===== src/rtl/wb_to_avalon_bridge.sv =====
// Classic Wishbone slave to single-beat Avalon-MM master bridge.
// One transfer in flight; the Avalon command and Wishbone response are registered, and each transfer has a timeout.
module wb_to_avalon_bridge #(
  parameter int unsigned DW      = 32,
  parameter int unsigned AW      = 32,
  parameter int unsigned TIMEOUT = 256
) (
  input  logic            clk,
  input  logic            rst,
  input  logic [AW-1:0]   wbs_adr_i,
  input  logic [DW-1:0]   wbs_dat_i,
  input  logic [DW/8-1:0] wbs_sel_i,
  input  logic            wbs_we_i,
  input  logic            wbs_cyc_i,
  input  logic            wbs_stb_i,
  input  logic [2:0]      wbs_cti_i,
  input  logic [1:0]      wbs_bte_i,
  output logic [DW-1:0]   wbs_dat_o,
  output logic            wbs_ack_o,
  output logic            wbs_err_o,
  output logic            wbs_rty_o,
  output logic [AW-1:0]   avm_address_o,
  output logic [DW/8-1:0] avm_byteenable_o,
  output logic            avm_read_o,
  output logic            avm_write_o,
  output logic [DW-1:0]   avm_writedata_o,
  output logic [7:0]      avm_burstcount_o,
  input  logic [DW-1:0]   avm_readdata_i,
  input  logic            avm_waitrequest_i,
  input  logic            avm_readdatavalid_i
);

  localparam int unsigned SW = DW / 8;
  localparam int unsigned CW = $clog2(TIMEOUT + 1);
  localparam logic [CW-1:0] TMO_LAST = CW'(TIMEOUT - 1);

  typedef enum logic [2:0] {IDLE, WRITE, READ_CMD, READ_WAIT, DONE} state_t;

  state_t          r_state, w_state_nxt;
  logic [CW-1:0]   r_cnt, w_cnt_nxt;
  logic            r_abort, w_abort_nxt;
  logic [AW-1:0]   r_adr, w_adr_nxt;
  logic [SW-1:0]   r_sel, w_sel_nxt;
  logic [DW-1:0]   r_wdat, w_wdat_nxt;
  logic [DW-1:0]   r_rdat, w_rdat_nxt;
  logic            r_ack, w_ack_nxt;
  logic            r_err, w_err_nxt;
  logic            r_read, r_write;
  logic            w_busy, w_abort, w_tmo;
  logic            w_unused;

  assign w_busy   = (r_state == WRITE) || (r_state == READ_CMD) || (r_state == READ_WAIT);
  // Once the master drops cyc the transfer still runs to completion, but silently.
  assign w_abort  = r_abort | ~wbs_cyc_i;
  assign w_tmo    = (r_cnt == TMO_LAST);
  assign w_unused = ^{wbs_cti_i, wbs_bte_i};

  // Next-state, capture and response flags
  always_comb begin
    w_state_nxt = r_state;
    w_cnt_nxt   = r_cnt;
    w_abort_nxt = r_abort;
    w_adr_nxt   = r_adr;
    w_sel_nxt   = r_sel;
    w_wdat_nxt  = r_wdat;
    w_rdat_nxt  = r_rdat;
    w_ack_nxt   = 1'b0;
    w_err_nxt   = 1'b0;
    case (r_state)
      IDLE: begin
        if (wbs_cyc_i && wbs_stb_i) begin
          w_adr_nxt   = wbs_adr_i;
          w_sel_nxt   = wbs_sel_i;
          w_wdat_nxt  = wbs_dat_i;
          w_cnt_nxt   = '0;
          w_abort_nxt = 1'b0;
          w_state_nxt = wbs_we_i ? WRITE : READ_CMD;
        end
      end
      WRITE: begin
        if (!avm_waitrequest_i) begin
          w_state_nxt = DONE;
          w_ack_nxt   = ~w_abort;
        end else if (w_tmo) begin
          w_state_nxt = DONE;
          w_err_nxt   = ~w_abort;
        end
      end
      READ_CMD: begin
        if (!avm_waitrequest_i && avm_readdatavalid_i) begin
          w_rdat_nxt  = avm_readdata_i;
          w_state_nxt = DONE;
          w_ack_nxt   = ~w_abort;
        end else if (w_tmo) begin
          w_state_nxt = DONE;
          w_err_nxt   = ~w_abort;
        end else if (!avm_waitrequest_i) begin
          w_state_nxt = READ_WAIT;
        end
      end
      READ_WAIT: begin
        if (avm_readdatavalid_i) begin
          w_rdat_nxt  = avm_readdata_i;
          w_state_nxt = DONE;
          w_ack_nxt   = ~w_abort;
        end else if (w_tmo) begin
          w_state_nxt = DONE;
          w_err_nxt   = ~w_abort;
        end
      end
      DONE:    w_state_nxt = IDLE;
      default: w_state_nxt = IDLE;
    endcase
    if (w_busy) begin
      w_cnt_nxt   = r_cnt + CW'(1);
      w_abort_nxt = w_abort;
    end
  end

  // State and registered outputs
  always_ff @(posedge clk or posedge rst) begin
    if (rst) begin
      r_state <= IDLE;
      r_cnt   <= '0;
      r_abort <= 1'b0;
      r_adr   <= '0;
      r_sel   <= '0;
      r_wdat  <= '0;
      r_rdat  <= '0;
      r_ack   <= 1'b0;
      r_err   <= 1'b0;
      r_read  <= 1'b0;
      r_write <= 1'b0;
    end else begin
      r_state <= w_state_nxt;
      r_cnt   <= w_cnt_nxt;
      r_abort <= w_abort_nxt;
      r_adr   <= w_adr_nxt;
      r_sel   <= w_sel_nxt;
      r_wdat  <= w_wdat_nxt;
      r_rdat  <= w_rdat_nxt;
      r_ack   <= w_ack_nxt;
      r_err   <= w_err_nxt;
      r_read  <= (w_state_nxt == READ_CMD);
      r_write <= (w_state_nxt == WRITE);
    end
  end

  assign wbs_dat_o        = r_rdat;
  assign wbs_ack_o        = r_ack;
  assign wbs_err_o        = r_err;
  assign wbs_rty_o        = 1'b0;
  assign avm_address_o    = r_adr;
  assign avm_byteenable_o = r_sel;
  assign avm_read_o       = r_read;
  assign avm_write_o      = r_write;
  assign avm_writedata_o  = r_wdat;
  assign avm_burstcount_o = 8'd1;

endmodule


===== config.mk =====
export PLATFORM = sky130hd
export DESIGN_NAME = wb_to_avalon_bridge
export DESIGN_NICKNAME = d
export VERILOG_FILES = /design/src/rtl/wb_to_avalon_bridge.sv
export SDC_FILE = /design/constraint.sdc
export NUM_CORES = 1
export LEC_CHECK = 0
export ABC_CLOCK_PERIOD_IN_PS = 3800
export BUFFER_PORTS_ARGS = -buffer_cell sky130_fd_sc_hd__buf_4
export CAP_MARGIN = 20
export CORE_ASPECT_RATIO = 1.2
export CORE_MARGIN = 10
export CORE_UTILIZATION = 46
export CTS_CLUSTER_SIZE = 40
export DETAILED_ROUTE_END_ITERATION = 10
export PLACE_DENSITY = 0.87
export SETUP_SLACK_MARGIN = 0.05
export SYNTH_ARGS = -nofsm -noshare
export SYNTH_HDL_FRONTEND = slang
export SYNTH_SLANG_ARGS = --single-unit
export TNS_END_PERCENT = 100

===== constraint.sdc =====
create_clock -name clk -period 3.8 [get_ports clk]
set_input_delay 0.38 -clock clk [delete_from_list [all_inputs] [get_ports clk]]
set_output_delay 0.38 -clock clk [all_outputs]
set_load 0.05 [all_outputs]

=== After elaboration in Yosys (flattened, before gate mapping) ===
Index checks and enable logic that the tools add are counted.

* Register bits after elaboration: 117
* Output and inout bits: 113
* Input port bits: 112
* Logic and storage cells: 62

* Equal/unequal tests: 8
* Muxes and demuxes: 27
* Add/sub/neg operators: 1
* Reduce and logical (&&, ||, !) cells: 12
* Bitwise gates (word level): 3

{| class="wikitable"
|+ Operators by type and width
! kind !! number
|-
| $mux W32 || 2
|-
| $pmux W32 S2 || 1
|-
| $mux W9 || 3
|-
| $mux W3 || 7
|-
| $pmux W3 S4 || 1
|-
| $mux W1 || 10
|-
| $add A9 B1 Y9 const B || 1
|-
| $eq A3 B2 Y1 const B || 3
|-
| $eq A9 B8 Y1 const B || 1
|-
| $eq A3 B1 Y1 const B || 2
|-
| $pmux W1 S3 || 2
|-
| $reduce_bool A2 Y1 || 3
|-
| $reduce_and A2 Y1 || 2
|-
| $logic_not A3 Y1 || 1
|-
| $reduce_and A3 Y1 || 1
|-
| $logic_and A1 B1 Y1 || 2
|-
| $logic_or A1 B1 Y1 || 2
|-
| $mux W2 || 1
|-
| $ne A2 B1 Y1 const B || 1
|-
| $ne A2 B2 Y1 const B || 1
|-
| $not A1 Y1 || 2
|-
| $logic_not A1 Y1 || 1
|-
| $or A1 B1 Y1 || 1
|}

=== Logic depth before layout (Yosys ltp) ===
* Word-level depth: 6
* Mapped depth: 7
* Depth with buffers taken out: 7

=== Worst setup path before layout ===
OpenSTA, ideal clock, no wires.

* Path type: register to register
* From: register r_cnt[0]
* To: register r_read, in the netlist avm_read_o
* Slack: 2343 ps
* Buffers on the path: 0
* Data required time: 3734 ps
* Arrival: 1391 ps
* Stages on the path, launching flop included: 7
* Cell sequence: dfrtp_1 -> ha_1 -> nand2_1 -> nor2_1 -> ha_1 -> o32ai_1 -> and2_1

* Word-level cells in the longest chain between the ends: 5
* Elaborated cells on any way between the ends: 8

{| class="wikitable"
|+ RTL lines
! what !! line !! RTL
|-
| start, declared || 40 || <nowiki>logic [CW-1:0] r_cnt, w_cnt_nxt;</nowiki>
|-
| start signal, assigned || 136 || <nowiki>r_cnt <= w_cnt_nxt;</nowiki>
|-
| $eq A9 B8 Y1 * || 55 || <nowiki>assign w_tmo = (r_cnt == TMO_LAST);</nowiki>
|-
| $mux W3 (on tied branches) || 84, 106, 94 ||
|-
| $mux W3 (on tied branches) || 102, 81, 90 ||
|-
| $pmux W3 S4 * || 69 || <nowiki>case (r_state)</nowiki>
|-
| via w_state_nxt[1] || 39 || <nowiki>state_t r_state, w_state_nxt;</nowiki>
|-
| $eq A3 B2 Y1 * || 144 || <nowiki>r_read <= (w_state_nxt == READ_CMD);</nowiki>
|-
| end signal, assigned || 144 ||
|-
| end, declared || 48 || <nowiki>logic r_read, r_write;</nowiki>
|}

Mark *: on every way through the listed nets, which the timed path passes. The rest lies on a longest branch.
A chain may end at the register's enable or synchronous reset.

=== Worst setup path in the final report ===
* From: register r_state[2]
* To: register r_sel[2], in the netlist avm_byteenable_o[2]

* Word-level cells in the longest chain between the ends: 2

{| class="wikitable"
|+ RTL lines
! what !! line !! RTL
|-
| start, declared || 39 ||
|-
| start signal, assigned || 135 || <nowiki>r_state <= w_state_nxt;</nowiki>
|-
| $logic_not A3 Y1 || 69 ||
|-
| $reduce_and A2 Y1 (no source line) || n/a ||
|-
| end signal, assigned || 139 || <nowiki>r_sel <= w_sel_nxt;</nowiki>
|-
| end, declared || 43 || <nowiki>logic [SW-1:0] r_sel, w_sel_nxt;</nowiki>
|}

No other way between the ends.

==> metrics.md <==
| Metric | Value |
|---|---|
| Pint | `4.08 mW` |
| CTS Root Cell | `clkbuf_16` |
| Die X | `112 microns` |
| Worst Skew | `0.00899 ns` |
| Total core area | `about 10,000 sq um` |
| Starting density of the core | `46.9%` |
| Vert. Die Dim | `131 microns` |
| Critical path buffers and inverters | `1` |
| Sum of negative setup slack | `0 ns` |
| Status | `complete, no violations` |
| Hold wc startpoint | `wbs_dat_i[4]` |
| Cell depth of the worst flop-to-flop path | `5` |
| Layout cells sized above 1 | `41.3%` |
| Drt total wl | `13,500 microns` |
| Max Clock Freq | `0.434 GHz` |
| DRC | `0` |
| I/O Pins | `between 200 and 250` |
| Peak VDD IR | `532 uV` |
| TritonCTS clock tree | `done` |
| Critical path arrival | `2.64 ns` |
| Grt ovf | `0` |
| Max Slew Vio Count | `0` |
| CTS buffer count | `17` |
| H-Tree Depth | `4` |
| M1 wire length | `4990 microns` |
| Worst setup EP type | `flop` |
| Yosys reg bits | `117` |
| EDFF count, synth | `0` |
| R2R setup slack | `1.49 ns` |
| DRT Pass-1 Iters | `6` |
| Net count, final | `782` |
| Post-DRT Antenna Nets | `0` |
| Reg2reg end | `avm_byteenable_o[2]` |
| GR Util All Layers | `between 10% and 20%` |
| Synth unique cells | `41` |
| Num rows | `40` |
| Hold WC Path Type | `input port to flop` |
| Pwr dens | `1100 nW/um^2` |
| Slowest-stage cell, CP | `and3_2` |
| Netlist Area Pre-Place | `4700 sq um` |
| Port buffer count | `210` |
| Clock-pin slew on the worst setup and hold paths | `0.05 ns` |
| First-pass GRT wire length | `between 20,000 and 25,000 microns` |
| # Post-CTS Setup Buffers | `0` |
| Clk_lat worst skew | `0.40 ns` |
| Die Area | `between 10,000 and 15,000 sq um` |
| Worst-Margin Slew | `0.839 ns` |
| Final setup margin | `approximately 1.5 ns` |
| P_sw | `between 3 and 4 mW` |
| Post-synthesis async set-or-reset flop share | `100%` |
| Max-slew headroom | `44.1%` |
| Met2 wire len | `6730 microns` |
| Delay-heaviest family, CP | `simple AND/OR/NAND/NOR gates` |
| Vias post-DR | `3,901` |
| Hold Crit Depth | `3` |
| Synthesized area per cell | `10.3 sq um` |
| Worst path max stage delay | `between 0.7 and 0.8 ns` |
| Worst setup path start | `r_state[2]` |
| Post-CTS Hold Fix Bufs | `1` |
| Logic pwr share | `49.3%` |
| Vias in the first global route | `4,206` |
| Pin count of the biggest net entering global routing | `~100` |
| Setup crit start kind | `flop` |
| Sw Ratio | `between 40% and 50%` |
| Clk pwr share | `approximately 22%` |
| Clk sink count | `about 120` |
| Final setup fails | `0` |
| Top_reg_cell synth | `dfrtp_1` |
| LEAKAGE | `around 3.7 nW` |
| Worst-path maximum fanout | `47` |
| Drt wl/cell | `~17 microns` |
| P&R area growth vs syn | `48.3%` |
| Most common cell on crit path | `nand2_1` |
| Register area share after synthesis | `about 62%` |
| Top Layer Used | `met4` |
| DR iter-0 viols | `about 140` |
| Worst EP required | `4.14 ns` |
| Hold_ws | `0.165 ns` |
| DPL Wire Length | `10,100 microns` |
| RR Startpoint | `r_state[2]` |
| Hold Path Sink | `avm_writedata_o[4]` |
| Max cap viols | `0` |
| Tcrit/Tclk final | `a little over 60%` |
| Setup slack at placement | `1.50 ns` |
| Max clock buf depth | `2` |
| Final hold vios | `0` |
| Via density | `4.83` |
| Critical path class | `flop to flop` |
| Final Critical Period | `roughly 2.3 ns` |
| RSZ-0062 raised after global routing | `no` |
| Power share of the sequential group | `28.5%` |
| Syn Inst Count | `457` |
| Ant. Diodes | `0` |
| Yosys warns | `0` |
| CP Cell Sequence | `nor2b_1, and3_2, buf_4, nand2_1, nand2_1` |
| Initial antenna violation count | `0` |
| Global placer's final weighted congestion | `0.802` |
| Post-CTS Resized | `0` |
| Met3 wire len | `1460 microns` |
## worst max-delay path by stage
stage,endpoint,slack [ns],cells past startpoint
after floorplan,avm_address_o[0],0.32,1
after global placement,avm_address_o[0],1.62,5
after detailed placement,avm_byteenable_o[2],1.50,5
after CTS,avm_byteenable_o[2],1.49,5
after global routing,avm_byteenable_o[2],1.31,5
final,avm_byteenable_o[2],1.49,5
## final cells by class
cell class	instances	area [sq um]
fillers	722	3040
flip-flops and latches	117	2930
repair buffers	215	1630
multi-input cells	314	1600
clock buffers	23	488
well taps	126	158
clock inverters	9	148
inverters	3	13.8
## worst reg2reg max path, cell delays in order (launching register included)
cell and delay [ns]:
dfrtp_1 0.56, nor2b_1 0.29, and3_2 0.78, buf_4 0.43, nand2_1 0.11, nand2_1 0.06
## metal layers
metal  track usage [%]  vias up
li1                  -     1863
met1              18.1     1849
met2              30.4      166
met3              9.90       23
met4              7.55        0
met5                 0        -
## power groups by stage
stage               combinational [mW]  clock (mW)  sequential, mW
floorplan                        0.832           0            3.92
global placement                  3.72           0            2.14
detailed placement                3.80           0            2.19
CTS                               3.81        1.72            2.18
global route                      3.97        1.79            2.25
finish                            3.76        1.70            2.18
## logic make-up after synthesis
family / Yosys count / synth area share [%]
xor gates and xnor gates: 3 / 0.559
AOI/OAI and AO/OA: 19 / 2.74
DFF: 117 / 62.3
buffers and inverters: 33 / 4.26
and+or+nand+nor: 249 / 21.8
adders and majority gates: 2 / 0.533
muxes: 32 / 7.67
other: 2 / 0.160
## state kept, by name, summed over array words and instances, names as in the netlist, 3 cells and up
signal	count
avm_address_o	32
avm_byteenable_o	4
avm_writedata_o	32
r_cnt	9
r_state	3
wbs_dat_o	32
## Yosys cell counts (2+ instances only)
cell type | n | area share (%)
a21oi_1 | 6 | 0.64
buf_2 | 10 | 1.1
or3_1 | 2 | 0.27
mux2_1 | 3 | 0.72
clkbuf_1 | 6 | 0.48
buf_4 | 11 | 1.8
nand2b_1 | 3 | 0.40
nor2_1 | 10 | 0.80
nor2b_1 | 2 | 0.27
o21ai_0 | 3 | 0.32
nand3_1 | 4 | 0.43
nor3_1 | 3 | 0.32
nor3b_1 | 2 | 0.32
nand2_1 | 213 | 17
inv_1 | 3 | 0.24
dfrtp_1 | 117 | 62
xnor2_1 | 3 | 0.56
mux2_2 | 29 | 7.0
conb_1 | 2 | 0.16
ha_1 | 2 | 0.53
buf_6 | 3 | 0.72
## layout by cell type, fill, tap and decap left out, types with 2 or more instances in the layout
cell type  instances
nand2_1          213
buf_4            213
dfrtp_1          117
mux2_2            29
clkbuf_16         17
nor2_1            10
conb_1             9
a21oi_1            6
clkinv_2           4
clkbuf_8           4
bufinv_16          4
o21ai_0            3
nand3_1            3
nor3_1             3
xnor2_1            3
mux2_1             3
nand2b_1           3
or3_1              2
nor2b_1            2
nor3b_1            2
inv_1              2
ha_1               2
clkbuf_1           2
## metrics by stage
stage               power, mW  utilization (%)  cells  instance area [sq um]
floorplan                4.75                -    464                   4720
global placement         5.86             63.1    774                   6320
detailed placement       6.00             63.1    774                   6320
CTS                      7.71             69.6    807                   6970
global route             8.01             69.6    807                   6970
finish                   7.63             69.6    807                   6970
(Power assumes the default switching activity.)
